**config.mk**
```make
export PLATFORM = sky130hd
export DESIGN_NAME = fifo1c_gen_flat
export DESIGN_NICKNAME = d
export VERILOG_FILES = /design/src/rtl/fifo1c_gen_if.sv /design/src/rtl/fifo1c_gen.sv /design/src/flat_wrapper.sv
export SDC_FILE = /design/constraint.sdc
export NUM_CORES = 2
export LEC_CHECK = 0
export ABC_AREA = 1
export CAP_MARGIN = 20
export CORE_MARGIN = 2
export CORE_UTILIZATION = 44
export CTS_CLUSTER_DIAMETER = 40
export CTS_CLUSTER_SIZE = 40
export DETAILED_ROUTE_END_ITERATION = 8
export GPL_TIMING_DRIVEN = 0
export PLACE_DENSITY = 0.63
export SYNTH_ARGS = -nofsm -noshare
export SYNTH_HDL_FRONTEND = slang
export SYNTH_SLANG_ARGS = --single-unit
export TNS_END_PERCENT = 20
```
**constraint.sdc**
```tcl
create_clock -name clk -period 7.55 [get_ports clk]
set_input_delay 1.51 -clock clk [delete_from_list [all_inputs] [get_ports clk]]
set_output_delay 1.51 -clock clk [all_outputs]
set_load 0.01 [all_outputs]
```
**src/rtl/fifo1c_gen_if.sv**
```systemverilog
// fifo1c_gen_if: write/read/threshold/status bundle for fifo1c_gen
interface fifo1c_gen_if #(
  parameter int DATA_WIDTH = 108,
  parameter int ADDR_WIDTH = 4,
  parameter int CNT_WIDTH = 16
);
  logic [DATA_WIDTH-1:0] data;
  logic wrreq;
  logic rdreq;
  logic [ADDR_WIDTH:0] aful_thres;
  logic [ADDR_WIDTH:0] aemp_thres;
  logic highest_clr;
  logic [DATA_WIDTH-1:0] q;
  logic empty;
  logic full;
  logic almost_empty;
  logic almost_full;
  logic [ADDR_WIDTH:0] usedw;
  logic [ADDR_WIDTH:0] highest_dw;
  logic overflow;
  logic underflow;
  logic [CNT_WIDTH-1:0] ovf_cnt;
  modport master (
    output data, wrreq, rdreq, aful_thres, aemp_thres, highest_clr,
    input q, empty, full, almost_empty, almost_full, usedw, highest_dw, overflow, underflow, ovf_cnt
  );
  modport slave (
    input data, wrreq, rdreq, aful_thres, aemp_thres, highest_clr,
    output q, empty, full, almost_empty, almost_full, usedw, highest_dw, overflow, underflow, ovf_cnt
  );
endinterface

```
**src/rtl/fifo1c_gen.sv**
```systemverilog
// fifo1c_gen: parametrised single-clock FIFO with show-ahead option, run-time thresholds and drop statistics
module fifo1c_gen #(
  parameter int DATA_WIDTH = 108,
  parameter int DEPTH = 16,
  parameter int ADDR_WIDTH = $clog2(DEPTH),
  parameter int SHOWAHEAD = 0,
  parameter int CNT_WIDTH = 16
) (
  input logic clk,
  input logic rst,
  fifo1c_gen_if.slave bus
);
  localparam logic [ADDR_WIDTH:0] FULL_LVL = (ADDR_WIDTH+1)'(DEPTH);
  logic [DATA_WIDTH-1:0] mem [DEPTH];
  logic [ADDR_WIDTH-1:0] wr_ptr_q, wr_ptr_d, rd_ptr_q, rd_ptr_d;
  logic [ADDR_WIDTH:0] usedw_q, usedw_d, highest_q, highest_d;
  logic [CNT_WIDTH-1:0] ovf_cnt_q, ovf_cnt_d;
  logic [DATA_WIDTH-1:0] q_q, q_d;
  logic empty_q, full_q, aemp_q, aful_q, ovf_q, udf_q;
  logic wr_acc, rd_acc, drop, ign;
  // accept/reject decisions and next-state values, all from registered status
  always_comb begin
    wr_acc = bus.wrreq & ~full_q;
    rd_acc = bus.rdreq & ~empty_q;
    drop = bus.wrreq & full_q;
    ign = bus.rdreq & empty_q;
    wr_ptr_d = wr_acc ? wr_ptr_q + ADDR_WIDTH'(1) : wr_ptr_q;
    rd_ptr_d = rd_acc ? rd_ptr_q + ADDR_WIDTH'(1) : rd_ptr_q;
    usedw_d = usedw_q + (ADDR_WIDTH+1)'(wr_acc) - (ADDR_WIDTH+1)'(rd_acc);
    highest_d = bus.highest_clr ? usedw_d : (usedw_d > highest_q ? usedw_d : highest_q);
    ovf_cnt_d = bus.highest_clr ? '0 : (drop && !(&ovf_cnt_q)) ? ovf_cnt_q + CNT_WIDTH'(1) : ovf_cnt_q;
    q_d = rd_acc ? mem[rd_ptr_q] : q_q;
  end
  // storage array; contents survive reset, only the pointers are cleared
  always_ff @(posedge clk) begin
    if (wr_acc && !rst) mem[wr_ptr_q] <= bus.data;
  end
  // pointers, occupancy, registered status flags and statistics
  always_ff @(posedge clk) begin
    if (rst) begin
      wr_ptr_q <= '0;
      rd_ptr_q <= '0;
      usedw_q <= '0;
      highest_q <= '0;
      ovf_cnt_q <= '0;
      q_q <= '0;
      empty_q <= 1'b1;
      full_q <= 1'b0;
      aemp_q <= 1'b1;
      aful_q <= 1'b0;
      ovf_q <= 1'b0;
      udf_q <= 1'b0;
    end else begin
      wr_ptr_q <= wr_ptr_d;
      rd_ptr_q <= rd_ptr_d;
      usedw_q <= usedw_d;
      highest_q <= highest_d;
      ovf_cnt_q <= ovf_cnt_d;
      q_q <= q_d;
      empty_q <= usedw_d == '0;
      full_q <= usedw_d == FULL_LVL;
      aemp_q <= usedw_d <= bus.aemp_thres;
      aful_q <= usedw_d >= bus.aful_thres;
      ovf_q <= drop;
      udf_q <= ign;
    end
  end
  assign bus.q = (SHOWAHEAD != 0) ? mem[rd_ptr_q] : q_q;
  assign bus.empty = empty_q;
  assign bus.full = full_q;
  assign bus.almost_empty = aemp_q;
  assign bus.almost_full = aful_q;
  assign bus.usedw = usedw_q;
  assign bus.highest_dw = highest_q;
  assign bus.overflow = ovf_q;
  assign bus.underflow = udf_q;
  assign bus.ovf_cnt = ovf_cnt_q;
endmodule

```
**src/flat_wrapper.sv**
```systemverilog
// flat-port wrapper written by rule: the top's interface ports become plain ports
module fifo1c_gen_flat 
#(
  parameter int DATA_WIDTH = 108,
  parameter int DEPTH = 16,
  parameter int ADDR_WIDTH = $clog2(DEPTH),
  parameter int SHOWAHEAD = 0,
  parameter int CNT_WIDTH = 16
)
  (clk, rst, bus_data, bus_wrreq, bus_rdreq, bus_aful_thres, bus_aemp_thres, bus_highest_clr, bus_q, bus_empty, bus_full, bus_almost_empty, bus_almost_full, bus_usedw, bus_highest_dw, bus_overflow, bus_underflow, bus_ovf_cnt);
  fifo1c_gen_if #(.DATA_WIDTH(DATA_WIDTH), .ADDR_WIDTH(ADDR_WIDTH), .CNT_WIDTH(CNT_WIDTH)) bus_i ();
  input logic clk;
  input logic rst;
  input wire logic [$bits(bus_i.data)-1:0] bus_data;
  input wire logic [$bits(bus_i.wrreq)-1:0] bus_wrreq;
  input wire logic [$bits(bus_i.rdreq)-1:0] bus_rdreq;
  input wire logic [$bits(bus_i.aful_thres)-1:0] bus_aful_thres;
  input wire logic [$bits(bus_i.aemp_thres)-1:0] bus_aemp_thres;
  input wire logic [$bits(bus_i.highest_clr)-1:0] bus_highest_clr;
  output wire logic [$bits(bus_i.q)-1:0] bus_q;
  output wire logic [$bits(bus_i.empty)-1:0] bus_empty;
  output wire logic [$bits(bus_i.full)-1:0] bus_full;
  output wire logic [$bits(bus_i.almost_empty)-1:0] bus_almost_empty;
  output wire logic [$bits(bus_i.almost_full)-1:0] bus_almost_full;
  output wire logic [$bits(bus_i.usedw)-1:0] bus_usedw;
  output wire logic [$bits(bus_i.highest_dw)-1:0] bus_highest_dw;
  output wire logic [$bits(bus_i.overflow)-1:0] bus_overflow;
  output wire logic [$bits(bus_i.underflow)-1:0] bus_underflow;
  output wire logic [$bits(bus_i.ovf_cnt)-1:0] bus_ovf_cnt;
  assign bus_i.data = bus_data;
  assign bus_i.wrreq = bus_wrreq;
  assign bus_i.rdreq = bus_rdreq;
  assign bus_i.aful_thres = bus_aful_thres;
  assign bus_i.aemp_thres = bus_aemp_thres;
  assign bus_i.highest_clr = bus_highest_clr;
  assign bus_q = bus_i.q;
  assign bus_empty = bus_i.empty;
  assign bus_full = bus_i.full;
  assign bus_almost_empty = bus_i.almost_empty;
  assign bus_almost_full = bus_i.almost_full;
  assign bus_usedw = bus_i.usedw;
  assign bus_highest_dw = bus_i.highest_dw;
  assign bus_overflow = bus_i.overflow;
  assign bus_underflow = bus_i.underflow;
  assign bus_ovf_cnt = bus_i.ovf_cnt;
  fifo1c_gen #(.DATA_WIDTH(DATA_WIDTH), .DEPTH(DEPTH), .ADDR_WIDTH(ADDR_WIDTH), .SHOWAHEAD(SHOWAHEAD), .CNT_WIDTH(CNT_WIDTH)) u_core (.clk(clk), .rst(rst), .bus(bus_i));
endmodule
```
==> results.cfg <==
[status]
status = finished clean

[critical_path]
r2r_slack_ns = 2.68
rr_endpoint = u_core.bus.highest_dw[4]$_SDFFE_PP0P_
endpoint = u_core.bus.highest_dw[4]$_SDFFE_PP0P_
path_max_fanout = 10
crit_arrival_ns = 6.36
r2r_start = u_core.bus.empty$_SDFF_PP1_
cp_data_required_time_ns = 8.27
worstSetupEndpointType = flip-flop
worstSetupStartpoint = bus_rdreq
critPathKind = in2reg
r2r_cells = 22
crit_path_start_kind = input port

[detailed_routing]
dr.pass1.iters = 6
route.detailed.drc = 0
vias = 50806
avgRoutedWirePerCell_um = 21.4
first_iter_violations = 5286
ant_nets = 0
drt_wl_total_um = 206000
routed_via_density = 5.27

[global_routing]
grt-busiest-layer = met2
grt_use_met2_pct = 38.3
grt_pass1_wl_um = 307000
met3_usage_pct = 3.94
grt_max_degree = 32
track_usage_pct = 23.5
grt_pass1_vias = 49450
antenna_found_initial = 16
gr-total-overflow = 0
grt_util_met1_pct = 31.4

[logic_synthesis]
yosysUniqueCellTypes = 28
synth-edff-count = 1728
synth_seq_area_share_pct = 72.9
syn_inst = 6615
syn_area_per_cell_um2 = 11.4
synthArstFlopShare_pct = 0
ys_ff_latch = 1876
synthFlopType = edfxtp_1
syn_area_um2 = 75200
syn_nets = 6765
yosysWarnings = 0

[sta]
slew_violations = 0
hold_viol_final = 0
period_share_pct = 74.7
relSlewSlack_pct = 33.7
fin_setup_tns_ns = 0
max_freq_mhz = 177
holdWs_ns = 0.465
setup_viol = 0
fin_ws_ns = 1.91
finalCriticalPeriod_ns = 5.64
finalClockSkew_ns = 0.0776
worst_pin_slew_ns = 0.992
rsz0062_at_grt = false

[cells_and_area]
fin_nets = 7334
multi_input_area_um2 = 17900
seq_area_um2 = 54900
nFillCells = 14112
area_growth_pct = 20.8
fin_cells = 9633
final_util_pct = 53.5
drive_above_1_share_pct = 10.4

[place]
dp.cells = 9159
portBuffers = 262
gp_congestion = 0.838
pre_cts_slack_ns = 1.07
dp_hpwl_um = 139000

[floorplanning]
rows = 151
start_util_pct = 44.3
die_h_um = 417
io_pins = 263
core-area_um2 = 170000
fp.dieArea_um2 = 174000
die_w_um = 417

[clocking]
root_buffer = clkbuf_16
insertion_delay_ns = 0.89
cts_buffers = 241
ctsResizeCount = 0
cts_max_path_buffers = 3
htreeDepth = 4
cts_setup_buffers = 0
cts.sinks = 1876
cts_tree = yes
cts-hold-fix-buffers = 0
clk_pin_slew_ns = 0.05

[pwr]
power_leakage_uw = 0.0338
ir_drop_uv = 245
p_per_area_nw_per_um2 = 308

[flow_run]
drv_cap = 0

[hold_path]
hold_class = reg2reg
==> stage by stage <==
step                      power, µW  area, µm²
final                         28000      90800
after global routing          29000      90800
after CTS                     28100      90800
after detailed placement      16100      82100
after global placement        16000      80600
after floorplan               14400      75200
==> Yosys cell counts (all sizes together), types with 7 or more instances <==
library cell | count | area [µm²]
nand4 | 7 | 43.8
a21oi | 30 | 150
nand3 | 1401 | 7010
dfxtp | 148 | 2960
buf | 299 | 1550
o21ai | 11 | 55.1
ha | 26 | 325
edfxtp | 1728 | 51900
nor2 | 276 | 1040
clkbuf | 98 | 368
nand2 | 2399 | 9000
inv | 170 | 638
==> layout by cell type, fill, tap and decap left out, types with 16 or more instances in the layout <==
cell / count
buf_2: 222
nand3_1: 1401
nor2_1: 259
a21oi_1: 30
buf_4: 39
clkbuf_16: 247
clkbuf_1: 121
clkinvlp_4: 31
nand2_1: 2399
inv_6: 32
edfxtp_1: 1728
inv_1: 167
buf_12: 56
clkinv_2: 23
buf_1: 37
nor2_4: 16
clkdlybuf4s50_1: 262
clkinv_1: 16
bufinv_16: 34
dfxtp_1: 148
ha_1: 26
==> final cells by class <==
class | count | area share, %
buffer | 397 | 2.12
inverter | 172 | 0.711
sequential | 1876 | 60.4
multi-input combinational | 4170 | 19.7
tap | 2218 | 3.05
antenna | 15 | 0.0413
clock buffer | 283 | 7.04
timing repair buffer | 326 | 4.36
clock inverter | 176 | 2.56
==> critical path, cell delays in order <==
cell and delay, ns:
clkdlybuf4s50_1 0.48, nand2_1 0.18, inv_1 0.25, clkbuf_2 0.45, buf_12 0.23, buf_2 0.34, ha_1 0.18, inv_1 0.04
ha_1 0.20, fa_1 0.44, nand3_1 0.10, nand2_1 0.07, xor2_1 0.46, ha_1 0.35, nand2_1 0.10, inv_1 0.06
nand2_1 0.06, nand2_1 0.04, o21ai_1 0.53, nand3_1 0.15, nand2_1 0.09, nor2_1 0.05
==> sequential cells by signal, indices dropped and copies added (netlist names), 4 cells and up <==
signal                 count
u_core.bus.usedw           5
u_core.bus.q             108
u_core.wr_ptr_q            4
u_core.mem              1728
u_core.rd_ptr_q            4
u_core.bus.ovf_cnt        16
u_core.bus.highest_dw      5
==> logic make-up (layout without fill, tap and decap cells) <==
family                     count (synthesis)  after routing  share of synthesized area, %
DFF                                     1876           1876                          72.9
other                                      0             15                             0
adders and majority gates                 27             27                         0.459
and+or+nand+nor                         4088           4088                          22.8
buffers and inverters                    569           1354                          3.41
xor gates and xnor gates                  10             10                         0.116
AOI/OAI and AO/OA                         45             45                         0.319
==> layer usage <==
| layer | part of all wire (%) | vias up |
|---|---|---|
| li1 | - | 24024 |
| met1 | 41 | 24347 |
| met2 | 48 | 2069 |
| met3 | 7.7 | 366 |
| met4 | 3.3 | 0 |
| met5 | 0 | - |
==> how the worst min path moves through the flow <==
| stage | startpoint | endpoint | slack [ns] | cells past startpoint |
|---|---|---|---|---|
| final | u_core.bus.empty$_SDFF_PP1_ | u_core.bus.underflow$_SDFF_PP0_ | 0.46 | 2 |
| after global routing | u_core.bus.empty$_SDFF_PP1_ | u_core.bus.underflow$_SDFF_PP0_ | 0.50 | 2 |
| after CTS | u_core.bus.empty$_SDFF_PP1_ | u_core.bus.underflow$_SDFF_PP0_ | 0.47 | 2 |
| after detailed placement | u_core.bus.empty$_SDFF_PP1_ | u_core.bus.underflow$_SDFF_PP0_ | 0.45 | 2 |
| after global placement | u_core.bus.empty$_SDFF_PP1_ | u_core.bus.underflow$_SDFF_PP0_ | 0.45 | 2 |
| after floorplan | u_core.bus.empty$_SDFF_PP1_ | u_core.bus.underflow$_SDFF_PP0_ | 0.47 | 2 |
==> power breakdown <==
| part | switching (µW) | internal [µW] | total [µW] |
|---|---|---|---|
| Combinational | 2830 | 1330 | 4160 |
| Clock | 4730 | 7360 | 12100 |
| Sequential | 104 | 11600 | 11700 |
Note: power is estimated with default switching activity, not from simulation.
